--- src/rtl/vga_pkg.sv ---
`default_nettype none
// ============================================================================
// Module      : vga_pkg
// Description : Shared constants for the VGA timing generator. Holds the
//               default 640x480@60 timing, the derived line/frame totals and
//               the position counter width.
// Revision    : 1.0 - initial release
// ============================================================================
package vga_pkg;

  // Width of the horizontal and vertical position counters
  localparam int CNT_W     = 10;
  // Largest line or frame total that the counter width can represent
  localparam int MAX_TOTAL = 1 << CNT_W;

  // Default horizontal timing, in pixels
  localparam int DEF_H_ACTIVE = 640;
  localparam int DEF_H_FP     = 16;
  localparam int DEF_H_SYNC   = 96;
  localparam int DEF_H_BP     = 48;

  // Default vertical timing, in lines
  localparam int DEF_V_ACTIVE = 480;
  localparam int DEF_V_FP     = 10;
  localparam int DEF_V_SYNC   = 2;
  localparam int DEF_V_BP     = 33;

  // Sum of the four timing intervals of one axis
  function automatic int axis_total(input int act, input int fp, input int sync, input int bp);
    return act + fp + sync + bp;
  endfunction

  localparam int DEF_H_TOTAL = axis_total(DEF_H_ACTIVE, DEF_H_FP, DEF_H_SYNC, DEF_H_BP);
  localparam int DEF_V_TOTAL = axis_total(DEF_V_ACTIVE, DEF_V_FP, DEF_V_SYNC, DEF_V_BP);

endpackage
`default_nettype wire

--- src/rtl/vga_axis_counter.sv ---
`default_nettype none
// ============================================================================
// Module      : vga_axis_counter
// Description : Wrapping position counter with enable. Counts 0..MODULUS-1
//               and flags the last value with a terminal-count output.
// Revision    : 1.0 - initial release
// ============================================================================
module vga_axis_counter #(
  parameter int WIDTH   = 10,
  parameter int MODULUS = 800
) (
  input  logic             clk,
  input  logic             reset,
  input  logic             en,
  output logic [WIDTH-1:0] count,
  output logic             tc
);

  localparam logic [WIDTH-1:0] LAST = WIDTH'(MODULUS - 1);

  // Terminal count: the counter sits on its last value
  assign tc = (count == LAST);

  // Advance on enable, wrapping to zero after the last value
  always_ff @(posedge clk) begin
    if (reset) begin
      count <= '0;
    end else if (en) begin
      count <= tc ? '0 : count + WIDTH'(1);
    end
  end

endmodule
`default_nettype wire

--- src/rtl/vga_timing.sv ---
`default_nettype none
// ============================================================================
// Module      : vga_timing
// Description : VGA raster timing generator. Internal h/v counters advance on
//               pix_ce; all outputs are registered decodes of the counters
//               and lag them by exactly one pix_ce cycle.
//               Optional macro VGA_TIMING_FRAME_CNT_EN adds an 8-bit frame
//               counter output (frame_cnt) aligned with the other outputs.
// Revision    : 1.0 - initial release
// ============================================================================
module vga_timing
  import vga_pkg::*;
#(
  parameter int   H_ACTIVE  = DEF_H_ACTIVE,
  parameter int   H_FP      = DEF_H_FP,
  parameter int   H_SYNC    = DEF_H_SYNC,
  parameter int   H_BP      = DEF_H_BP,
  parameter int   V_ACTIVE  = DEF_V_ACTIVE,
  parameter int   V_FP      = DEF_V_FP,
  parameter int   V_SYNC    = DEF_V_SYNC,
  parameter int   V_BP      = DEF_V_BP,
  parameter logic HSYNC_POL = 1'b0,
  parameter logic VSYNC_POL = 1'b0
) (
  input  logic             clk_pix,
  input  logic             reset,
  input  logic             pix_ce,
  output logic [CNT_W-1:0] hcount,
  output logic [CNT_W-1:0] vcount,
  output logic             de,
  output logic             hsync,
  output logic             vsync,
  output logic             line_start,
  output logic             frame_start
`ifdef VGA_TIMING_FRAME_CNT_EN
  ,
  output logic [7:0]       frame_cnt
`endif
);

  localparam int H_TOTAL = axis_total(H_ACTIVE, H_FP, H_SYNC, H_BP);
  localparam int V_TOTAL = axis_total(V_ACTIVE, V_FP, V_SYNC, V_BP);

  localparam logic [CNT_W-1:0] H_ACT_END = CNT_W'(H_ACTIVE);
  localparam logic [CNT_W-1:0] H_SYNC_LO = CNT_W'(H_ACTIVE + H_FP);
  localparam logic [CNT_W-1:0] H_SYNC_HI = CNT_W'(H_ACTIVE + H_FP + H_SYNC - 1);
  localparam logic [CNT_W-1:0] V_ACT_END = CNT_W'(V_ACTIVE);
  localparam logic [CNT_W-1:0] V_SYNC_LO = CNT_W'(V_ACTIVE + V_FP);
  localparam logic [CNT_W-1:0] V_SYNC_HI = CNT_W'(V_ACTIVE + V_FP + V_SYNC - 1);

  // Totals beyond the counter range cannot be represented; stop elaboration
  generate
    if (H_TOTAL > MAX_TOTAL) begin : g_h_total_err
      $error("vga_timing: H_TOTAL exceeds counter range");
    end
    if (V_TOTAL > MAX_TOTAL) begin : g_v_total_err
      $error("vga_timing: V_TOTAL exceeds counter range");
    end
  endgenerate

  logic [CNT_W-1:0] w_h;
  logic [CNT_W-1:0] w_v;
  logic             w_h_tc;
  logic             w_v_tc;
  logic             w_de;
  logic             w_hs_act;
  logic             w_vs_act;
  logic             r_at_origin;

  vga_axis_counter #(
    .WIDTH   (CNT_W),
    .MODULUS (H_TOTAL)
  ) u_h_cnt (
    .clk   (clk_pix),
    .reset (reset),
    .en    (pix_ce),
    .count (w_h),
    .tc    (w_h_tc)
  );

  // The vertical counter steps only when the line wraps
  vga_axis_counter #(
    .WIDTH   (CNT_W),
    .MODULUS (V_TOTAL)
  ) u_v_cnt (
    .clk   (clk_pix),
    .reset (reset),
    .en    (pix_ce & w_h_tc),
    .count (w_v),
    .tc    (w_v_tc)
  );

  assign w_de     = (w_h < H_ACT_END) && (w_v < V_ACT_END);
  assign w_hs_act = (w_h >= H_SYNC_LO) && (w_h <= H_SYNC_HI);
  assign w_vs_act = (w_v >= V_SYNC_LO) && (w_v <= V_SYNC_HI);

  // Tracks that the counters sit on (0,0); avoids a wide compare of both axes
  always_ff @(posedge clk_pix) begin
    if (reset) begin
      r_at_origin <= 1'b1;
    end else if (pix_ce) begin
      r_at_origin <= w_h_tc & w_v_tc;
    end
  end

  // Register the decode of the current counter position on every pixel step
  always_ff @(posedge clk_pix) begin
    if (reset) begin
      hcount      <= '0;
      vcount      <= '0;
      de          <= 1'b0;
      hsync       <= ~HSYNC_POL;
      vsync       <= ~VSYNC_POL;
      line_start  <= 1'b0;
      frame_start <= 1'b0;
    end else if (pix_ce) begin
      hcount      <= w_h;
      vcount      <= w_v;
      de          <= w_de;
      hsync       <= w_hs_act ? HSYNC_POL : ~HSYNC_POL;
      vsync       <= w_vs_act ? VSYNC_POL : ~VSYNC_POL;
      line_start  <= (w_h == '0);
      frame_start <= r_at_origin;
    end
  end

`ifdef VGA_TIMING_FRAME_CNT_EN
  logic r_started;

  // Frame index: 0 for the first frame after reset, then +1 per frame start
  always_ff @(posedge clk_pix) begin
    if (reset) begin
      frame_cnt <= '0;
      r_started <= 1'b0;
    end else if (pix_ce && r_at_origin) begin
      frame_cnt <= r_started ? frame_cnt + 8'd1 : 8'd0;
      r_started <= 1'b1;
    end
  end
`else
  // No frame counter in this build
`endif

endmodule
`default_nettype wire

--- config.mk ---
export PLATFORM = sky130hd
export DESIGN_NAME = vga_timing
export DESIGN_NICKNAME = d
export VERILOG_FILES = /design/src/rtl/vga_pkg.sv /design/src/rtl/vga_axis_counter.sv /design/src/rtl/vga_timing.sv
export SDC_FILE = /design/constraint.sdc
export NUM_CORES = 1
export LEC_CHECK = 0
export BUFFER_PORTS_ARGS = -buffer_cell sky130_fd_sc_hd__buf_2
export CORE_MARGIN = 5
export CORE_UTILIZATION = 45
export CTS_CLUSTER_DIAMETER = 80
export DETAILED_ROUTE_END_ITERATION = 8
export HOLD_SLACK_MARGIN = 0.12
export PLACE_DENSITY_LB_ADDON = 0.3
export SLEW_MARGIN = 20
export SYNTH_ARGS = -nofsm -noshare
export SYNTH_HDL_FRONTEND = slang
export SYNTH_SLANG_ARGS = --single-unit
--- constraint.sdc ---
create_clock -name clk_pix -period 2.21 [get_ports clk_pix]
set_input_delay 0.1105 -clock clk_pix [delete_from_list [all_inputs] [get_ports clk_pix]]
set_output_delay 0.1105 -clock clk_pix [all_outputs]
set_load 0.1 [all_outputs]
==> impl_metrics.env <==
export IMPL_status="finished clean"
export IMPL_port_buffers=27
export IMPL_finalHoldViolations=0
export IMPL_layout_drive_gt1_share_pct=19.9
export IMPL_yosys_area_share_adder_pct=2.54
export IMPL_die_w_um=76.2
export IMPL_yosysUniqueCellTypes=36
export IMPL_timing_rr_end="u_v_cnt.count[6]"
export IMPL_synth_compound_area_share_pct=8.25
export IMPL_synth_warnings=0
export IMPL_period_minus_slack_ns=2.10
export IMPL_antenna_found_initial=0
export IMPL_ys_seq_area_share_pct=46.7
export IMPL_final_cell_mix="45 x dfxtp_1, 30 x nor2_1, 28 x buf_2"
export IMPL_worstPathArrival_ns=2.33
export IMPL_crit_type="register to register"
export IMPL_fin_skew_ns=0.00529
export IMPL_htree_levels=2
export IMPL_critPathRequiredTime_ns=2.44
export IMPL_dp_hpwl_mm=2.76
export IMPL_slew_headroom_pct=67.2
export IMPL_swShare_pct=24.0
export IMPL_slew_viol_final=0
export IMPL_mostFrequentLayoutCell="dfxtp_1"
export IMPL_grt_pass1_wl_mm=7.09
export IMPL_cts_max_path_buffers=2
export IMPL_hold_depth=3
export IMPL_fin_area_um2=2290
export IMPL_place_area_um2=2180
export IMPL_synth_seq_cells=46
export IMPL_pwr_share_comb_pct=7.2
export IMPL_p_int_mw=1.12
export IMPL_synth_fp_nets=225
export IMPL_busiest_layer="met2"
export IMPL_fin_ws_ns=0.110
export IMPL_fp_dieH_um=76.2
export IMPL_synth_top_family_by_area="simple AND/OR/NAND/NOR gates"
export IMPL_insertedDiodeCount=0
export IMPL_hold_class="input pin to register"
export IMPL_final_nets=257
export IMPL_viasPerCell=5.30
export IMPL_power_leakage_nw=0.932
export IMPL_wire_per_inst_um=13.4
export IMPL_dp_slack_ns=0.121
export IMPL_tritoncts="yes"
export IMPL_finalSetupViolCount=0
export IMPL_pin_count=28
export IMPL_gr_total_overflow=0
export IMPL_cts_hold_buffers=0
export IMPL_r2r_slack_ns=0.11
export IMPL_hold_start="pix_ce"
export IMPL_ir_drop_uv=432
export IMPL_drt_total_wl_mm=4.06
export IMPL_pwr_share_clk_pct=35.3
export IMPL_antenna_left=0
export IMPL_min_to="u_h_cnt.count[1]"
export IMPL_clock_sinks=46
export IMPL_syn_area_um2=1970
export IMPL_syn_inst=218
export IMPL_avgSynthCellArea_um2=9.04
export IMPL_p_seq_share_pct=57.4
export IMPL_synthSimpleGateAreaFrac_pct=24.2
export IMPL_cts_buffers=5
export IMPL_synth_mux_area_share_pct=10.7
export IMPL_rsz0062_at_grt="false"
export IMPL_grt_pass1_vias=1485
export IMPL_clk_latency_ns=0.29
export IMPL_grt_use_met3_pct=4.14
export IMPL_power_density_nw_per_um2=643
export IMPL_drt_initial_drc_count=119
export IMPL_gr_usage_met2_pct=20.8
export IMPL_clockRootBuffer="clkbuf_8"
export IMPL_finalSetupTns_ns=0
export IMPL_endpoint_kind="register"
export IMPL_vias=1607
export IMPL_path_clk_slew_ns=0.08
export IMPL_timing_rr_start="u_h_cnt.count[0]"
export IMPL_areaGrowthSynthToFinish_pct=16.1
export IMPL_cap_viol_max_count=0
export IMPL_rows=24
export IMPL_crit_fanout=8
export IMPL_startpoint_type="register"
export IMPL_utilization_pct=53.3
export IMPL_reg2reg_depth=5
export IMPL_p_sw_uw=353
export IMPL_track_usage_pct=14.4
export IMPL_gp_congestion=0.794
export IMPL_fp_dieArea_um2=5800
export IMPL_finalHoldWorstSlack_ns=0.167
export IMPL_drt_pass1_iterations=4
export IMPL_synth_xor_area_share_pct=3.56
export IMPL_fmax_mhz=476
export IMPL_core_area_um2=4290
export IMPL_drc=0
export IMPL_gr_usage_met1_pct=20.8
export IMPL_finalCritPeriodShare_pct=95.0
export IMPL_tightestPinTransition_ns=0.496
export IMPL_grt_max_degree=38
export IMPL_start_util_pct=45.9
logic make-up after synthesis:
group,Yosys count
AND/OR/NAND/NOR,92
flip-flops,46
AO/OA/AOI/OAI,27
multiplexers,21
buffers and inverters,20
XOR/XNOR,8
adder cells (fa/ha/maj),4
cell usage after synthesis:
library cell,instances,area (um^2)
mux2i_1,21,210
buf_1,1,3.75
nor2_1,30,113
xnor2_1,4,35.0
or3_1,3,18.8
nand3b_1,1,7.51
dfxtp_1,46,921
o21bai_2,1,11.3
o21ai_0,5,25.0
o31ai_1,3,22.5
nor4b_1,3,26.3
nor3_1,8,40.0
nand3_1,11,55.1
nand2_2,1,6.26
and3_1,2,12.5
ha_1,4,50.1
inv_1,8,30.0
nor4_1,3,18.8
a21o_1,1,7.51
or4_1,3,22.5
nand4bb_1,1,11.3
a21oi_1,14,70.1
a31o_2,1,8.76
o41ai_1,1,8.76
nand4_1,5,31.3
nand2_1,12,45.0
xor2_1,4,35.0
or4_4,1,11.3
and4_1,1,8.76
nand2b_1,2,12.5
and2_1,2,12.5
o32ai_1,1,8.76
clkbuf_1,7,26.3
nor2b_1,1,6.26
nand4b_1,2,17.5
buf_2,4,20.0
metal layers:
layer	share of wire (%)	routed length (um)
met5	0	0
met4	1.1	46
met3	4.6	188
met2	41	1680
met1	53	2140
repair_timing:
item,CTS,global route
resized for setup,0,2
setup buffers,0,2
setup endpoints to repair,0,2
endpoints found under the hold margin,0,0
stage by stage:
stage / total power [mW] / instances
after floorplan: 0.950 / 218
after global placement: 0.971 / 293
after detailed placement: 0.971 / 293
after CTS: 1.49 / 301
after global routing: 1.54 / 303
final: 1.47 / 303
sequential cells by signal, indices dropped and copies added (netlist names), 10 cells and up:
| name | flops |
|---|---|
| u_h_cnt.count | 10 |
| hcount | 10 |
| vcount | 10 |
| u_v_cnt.count | 10 |
critical path: stages, from the launching register on:
cell and delay (ns):
dfxtp_1 0.40, ha_2 0.23, nand3_1 0.12, or4_4 0.62
or4_1 0.52, a21oi_1 0.14
how the worst max path moves through the flow:
stage          cells past startpoint  slack, ns              from               end
2_1_floorplan                      6       0.30  u_h_cnt.count[0]  u_v_cnt.count[9]
6_report                           5       0.11  u_h_cnt.count[0]  u_v_cnt.count[6]
3_3_place_gp                       5       0.18  u_h_cnt.count[1]  u_v_cnt.count[6]
5_1_grt                            5      0.001  u_h_cnt.count[0]  u_v_cnt.count[8]
3_5_place_dp                       5       0.12  u_h_cnt.count[1]  u_v_cnt.count[8]
4_1_cts                            5       0.11  u_h_cnt.count[1]  u_v_cnt.count[8]
area by class of cell:
| type | count | area (um^2) |
|---|---|---|
| Clock buffer | 7 | 86.3 |
| Clock inverter | 1 | 5.00 |
| Fill cell | 421 | 2010 |
| Inverter | 8 | 30.0 |
| Multi-Input combinational cell | 152 | 972 |
| Sequential cell | 46 | 922 |
| Tap cell | 52 | 65.1 |
| Timing Repair Buffer | 37 | 208 |
power groups by stage:
| stage | clock network (mW) | logic [mW] | registers [mW] |
|---|---|---|---|
| final | 0.520 | 0.106 | 0.844 |
| after global routing | 0.574 | 0.115 | 0.846 |
| after CTS | 0.536 | 0.108 | 0.844 |
| after detailed placement | 0 | 0.107 | 0.864 |
| after global placement | 0 | 0.108 | 0.863 |
| after floorplan | 0 | 0.0474 | 0.903 |
(Power assumes the default switching activity.)
